## config.mk

```make
export PLATFORM = sky130hd
export DESIGN_NAME = pipe_stage_skid_reg
export DESIGN_NICKNAME = d
export VERILOG_FILES = /design/src/rtl/pipe_stage_skid_reg_pkg.sv /design/src/rtl/pipe_stage_skid_reg_sat_counter.sv /design/src/rtl/pipe_stage_skid_reg.sv
export SDC_FILE = /design/constraint.sdc
export NUM_CORES = 1
export LEC_CHECK = 0
export BUFFER_PORTS_ARGS = -buffer_cell sky130_fd_sc_hd__buf_2
export CELL_PAD_IN_SITES_DETAIL_PLACEMENT = 1
export CELL_PAD_IN_SITES_GLOBAL_PLACEMENT = 1
export CORE_MARGIN = 5
export CORE_UTILIZATION = 40
export DETAILED_ROUTE_END_ITERATION = 7
export PLACE_DENSITY = 0.8
export SLEW_MARGIN = 20
export SYNTH_ARGS = -nofsm -noshare
export SYNTH_HDL_FRONTEND = slang
export SYNTH_SLANG_ARGS = --single-unit
```

## constraint.sdc

```tcl
create_clock -name clk -period 1.9 [get_ports clk]
set_input_delay 0.095 -clock clk [delete_from_list [all_inputs] [get_ports clk]]
set_output_delay 0.095 -clock clk [all_outputs]
set_load 0.01 [all_outputs]
```

## src/rtl/pipe_stage_skid_reg_pkg.sv

```systemverilog
// Shared pipeline definitions for the elastic ID/EX-style stage register:
// occupancy state encoding, control sub-field widths and the bubble control word.
package pipe_stage_skid_reg_pkg;

  typedef enum logic [1:0] {
    ST_EMPTY = 2'd0,
    ST_ONE   = 2'd1,
    ST_FULL  = 2'd2
  } occ_state_e;

  localparam int unsigned WB_W       = 2;
  localparam int unsigned M_W        = 3;
  localparam int unsigned EX_W       = 4;
  localparam int unsigned CTRL_W_DEF = WB_W + M_W + EX_W;

  localparam logic [CTRL_W_DEF-1:0] BUBBLE_CTRL_DEF = '0;

endpackage

```

## src/rtl/pipe_stage_skid_reg_sat_counter.sv

```systemverilog
// Saturating up-counter with synchronous clear; clear wins over increment.
module sat_counter #(
  parameter int unsigned W = 16
) (
  input  logic         clk,
  input  logic         clr,
  input  logic         inc,
  output logic [W-1:0] cnt
);

  logic [W-1:0] cnt_q;
  logic [W-1:0] cnt_d;

  always_comb begin
    cnt_d = cnt_q;
    if (inc && (cnt_q != '1)) begin
      cnt_d = cnt_q + W'(1);
    end
  end

  always_ff @(posedge clk) begin
    if (clr) begin
      cnt_q <= '0;
    end else begin
      cnt_q <= cnt_d;
    end
  end

  assign cnt = cnt_q;

endmodule

```

## src/rtl/pipe_stage_skid_reg.sv

```systemverilog
// Elastic pipeline register: main + skid entry with registered in_ready,
// synchronous flush to bubbles and a saturating bubble counter.
module pipe_stage_skid_reg
  import pipe_stage_skid_reg_pkg::*;
#(
  parameter int unsigned          CTRL_W      = CTRL_W_DEF,
  parameter int unsigned          DATA_W      = 148,
  parameter logic [CTRL_W-1:0]    BUBBLE_CTRL = CTRL_W'(BUBBLE_CTRL_DEF),
  parameter int unsigned          CNT_W       = 16
) (
  input  logic              clk,
  input  logic              startin,
  input  logic              flush,
  input  logic              in_valid,
  output logic              in_ready,
  input  logic [CTRL_W-1:0] in_ctrl,
  input  logic [DATA_W-1:0] in_data,
  output logic              out_valid,
  input  logic              out_ready,
  output logic [CTRL_W-1:0] out_ctrl,
  output logic [DATA_W-1:0] out_data,
  output logic [1:0]        occupancy,
  output logic [CNT_W-1:0]  bubble_cnt
);

  occ_state_e        state_q, state_d;
  logic [CTRL_W-1:0] main_ctrl_q, main_ctrl_d;
  logic [DATA_W-1:0] main_data_q, main_data_d;
  logic [CTRL_W-1:0] skid_ctrl_q, skid_ctrl_d;
  logic [DATA_W-1:0] skid_data_q, skid_data_d;
  logic              push;
  logic              pop;

  // Both handshake flags come from the state register only, so out_ready
  // never reaches in_ready combinationally.
  assign in_ready  = (state_q != ST_FULL);
  assign out_valid = (state_q != ST_EMPTY);
  assign push      = in_valid & in_ready;
  assign pop       = out_valid & out_ready;

  always_comb begin
    state_d     = state_q;
    main_ctrl_d = main_ctrl_q;
    main_data_d = main_data_q;
    skid_ctrl_d = skid_ctrl_q;
    skid_data_d = skid_data_q;
    if (flush) begin
      state_d     = ST_EMPTY;
      main_ctrl_d = BUBBLE_CTRL;
      main_data_d = '0;
      skid_ctrl_d = BUBBLE_CTRL;
      skid_data_d = '0;
    end else begin
      unique case (state_q)
        ST_EMPTY: begin
          if (push) begin
            state_d     = ST_ONE;
            main_ctrl_d = in_ctrl;
            main_data_d = in_data;
          end
        end
        ST_ONE: begin
          if (push && pop) begin
            main_ctrl_d = in_ctrl;
            main_data_d = in_data;
          end else if (push) begin
            state_d     = ST_FULL;
            skid_ctrl_d = in_ctrl;
            skid_data_d = in_data;
          end else if (pop) begin
            state_d     = ST_EMPTY;
            main_ctrl_d = BUBBLE_CTRL;
            main_data_d = '0;
          end
        end
        ST_FULL: begin
          if (pop) begin
            state_d     = ST_ONE;
            main_ctrl_d = skid_ctrl_q;
            main_data_d = skid_data_q;
            skid_ctrl_d = BUBBLE_CTRL;
            skid_data_d = '0;
          end
        end
        default: begin
          state_d     = ST_EMPTY;
          main_ctrl_d = BUBBLE_CTRL;
          main_data_d = '0;
          skid_ctrl_d = BUBBLE_CTRL;
          skid_data_d = '0;
        end
      endcase
    end
  end

  always_ff @(posedge clk) begin
    if (startin) begin
      state_q     <= ST_EMPTY;
      main_ctrl_q <= BUBBLE_CTRL;
      main_data_q <= '0;
      skid_ctrl_q <= BUBBLE_CTRL;
      skid_data_q <= '0;
    end else begin
      state_q     <= state_d;
      main_ctrl_q <= main_ctrl_d;
      main_data_q <= main_data_d;
      skid_ctrl_q <= skid_ctrl_d;
      skid_data_q <= skid_data_d;
    end
  end

  assign out_ctrl  = main_ctrl_q;
  assign out_data  = main_data_q;
  assign occupancy = state_q;

  sat_counter #(
    .W(CNT_W)
  ) u_bubble_cnt (
    .clk(clk),
    .clr(startin),
    .inc(out_ready & ~out_valid),
    .cnt(bubble_cnt)
  );

endmodule

```

==> out/metrics.cfg <==
[synth]
syn-cell-area_um2 = 15400
ys_ff_latch = 332
synth_top_area_frac = 0.431
syn_inst = 1828
syn-num-nets = 1991
synth_warnings = 0
synth-seq-area-share = 0.431
synth.top_cells.by_area = dfxtp_1 (43%), and2_1 (13%), mux2i_1 (10%), nor3b_1 (7.4%), a21oi_1 (5.4%)
synth_cell_types = 41
avgSynthCellArea_um2 = 8.43
yosysTopAreaCell = dfxtp_1

[placed_design]
portBuffers = 338
place_hpwl_um = 34200
routabilityCongestion = 0.804

[route]
postRouteAntennaNets = 0
drtIter0Drc = 907
route.detailed.drc = 0
wl_um = 61500
wl_per_cell_um = 21.8
route.vias.total = 15400
via_per_inst = 5.46
firstDrtPassIters = 5

[floorplan]
die-area_um2 = 42500
die_x_um = 206
core-area_um2 = 37800
num_rows = 71
die_y_um = 206
start_util = 0.407
ioPinCount = 339

[timing]
rsz0062_at_grt = yes
slew_headroom = 0.496
max_freq_ghz = 0.528
finClkSkew_ps = 17.3
hold_violations = 0
tightest_slew_ps = 755
drv_slew = 0
setup_tns_ps = 0
whs_ps = 49.5
min_period_ps = 1890
setup_violations = 0
fin_crit_sh = 0.997

[global_route]
grt_usage = 0.269
grtUsageMet2 = 0.461
groute.layer.met1.usage = 0.333
grt_pass1_wl_um = 92000
grtUsageMet3 = 0.0486
grt.busiest_layer = met2
antenna_found_initial = 5
overflow = 0
grt_pass1_vias = 16500
grt_max_degree = 92

[critical_path]
crit_path_start_kind = register
path_max_fanout = 8
r2r.worst_path.cells = 7
worst_setup_path_end_kind = register
worstPathRequired_ps = 2320
crit_type = register to register
critical_path_arrival_ps = 2320

[layout]
drive_above_1_share = 0.214
nFillCells = 4460
final_util = 0.555
nets = 2446
area_growth_pct = 36.4

[clock_tree]
cts.sinks = 332
cts_tree = built
clockBufferDepth = 3
h-tree-depth = 2
cts_buffers = 38
root_buffer = clkbuf_16
insertion_delay_ps = 530
cts.clk_slew.worst_paths_ps = 60

[min_path]
hold_path.class = primary input to register
min_path_cells = 4

[power]
p_int_mw = 12.2
p_sw_frac = 0.260
p_sw_mw = 4.31
leakagePower_nw = 8.38
pwr-share-clk = 0.429
pwr_density_cell_nw_per_um2 = 788
seq_power_share = 0.435
ir_worst_vdd_mv = 0.582
power.total_mw = 16.6
p_comb_frac = 0.136

[outcome]
outcome = finished clean

[flow_run]
drv_cap = 0

[critical path: stages (launching register included)]
cell and delay [ps]:
dfxtp_4 400, nor3b_4 220, buf_12 140, o41ai_2 50, buf_4 150, buf_12 130
nor4_2 320, mux2_2 370
[cell families after synthesis]
kind of cell | after synthesis | synth area share
buf+inv | 163 | 0.0485
fa+ha+maj | 1 | 0.000812
compound gates | 342 | 0.117
xor+xnor | 1 | 0.000569
simple gates | 827 | 0.296
flops | 332 | 0.431
mux | 162 | 0.106
[sequential cells by signal (all words and copies together) (netlist names)]
name / flops
occupancy: 2
u_bubble_cnt.cnt: 16
skid_data_q: 148
out_data: 148
out_ctrl: 9
skid_ctrl_q: 9
[per-layer routing]
layer  wire (um)  vias to the layer above
li1            -                     7043
met1       25400                     7659
met3        3520                      152
met4        2240                        4
met2       30300                      540
met5          14                        -
[synthesized netlist by cell type (all sizes together)]
library cell	instances
inv	3
or2	2
ha	1
or3	5
and4	1
xor2	1
nor3	1
and2	308
nand3	5
nor3b	153
mux2i	159
a222oi	6
o21ai	157
nor2b	6
nand2b	1
and3	2
a21boi	2
o31ai	5
nor2	171
a31oi	1
nor4	3
o41ai	1
nand2	156
and2b	1
clkbuf	98
o21a	1
a21oi	165
dfxtp	332
buf	62
mux2	3
o22a	2
or4	5
o22ai	1
a211oi	1
nand4	7
[per-stage QoR]
step	worst slack (ps)	instances	cell area [um2]
floorplan	94.6	1828	15400
CTS	50.0	2801	20700
finish	6.49	2820	21000
global placement	58.8	2580	17900
global route	-74.5	2819	21000
detailed placement	-17.4	2580	17900
[layout by cell type (no fill, tap or decap), types with 33 or more instances in the layout]
master / Yosys / final
buf_2: 42 / 338
dfxtp_1: 332 / 329
and2_1: 308 / 308
nor2_1: 171 / 170
a21oi_1: 165 / 163
mux2i_1: 159 / 159
dlygate4sd3_1: 0 / 157
nand2_1: 156 / 156
o21ai_0: 157 / 155
nor3b_1: 152 / 152
clkbuf_16: 0 / 48
buf_4: 16 / 33
buf_12: 0 / 33
[final timing paths]
check | startpoint | to | slack, ps
worst max-delay path | occupancy[1] | u_bubble_cnt.cnt[15] | 6
worst min-delay path | in_data[17] | skid_data_q[17] | 50
worst max register to register | occupancy[1] | u_bubble_cnt.cnt[15] | 6
worst min register to register | out_data[8] | out_data[8] | 460
[power groups by stage]
stage          logic [mW]  clock network, mW  registers, mW
2_1_floorplan       0.947                  0           7.38
6_report             2.26               7.11           7.19
3_5_place_dp         1.79                  0           7.34
5_1_grt              2.40               7.55           7.20
4_1_cts              2.07               7.20           7.18
3_3_place_gp         1.74                  0           7.33
[layout make-up]
class	count	area (um2)	area share
antenna	3	7.51	0.000357
clock buffer	57	1140	0.0541
tap	511	639	0.0304
inverter	3	13.8	0.000655
clock inverter	6	30.0	0.00143
multi-input combinational	1333	8080	0.385
sequential	332	6660	0.317
timing repair buffer	575	4440	0.211
[repair_timing]
item | 4_1_cts | 5_1_grt
cloned | 0 | 9
pin swaps | 1 | 5
buffers inserted | 1 | 7
hold endpoints to repair | 175 | 0
setup endpoints to repair | 4 | 96
hold buffers | 157 | 0
gates resized for setup | 1 | 21
(Power assumes the default switching activity.)
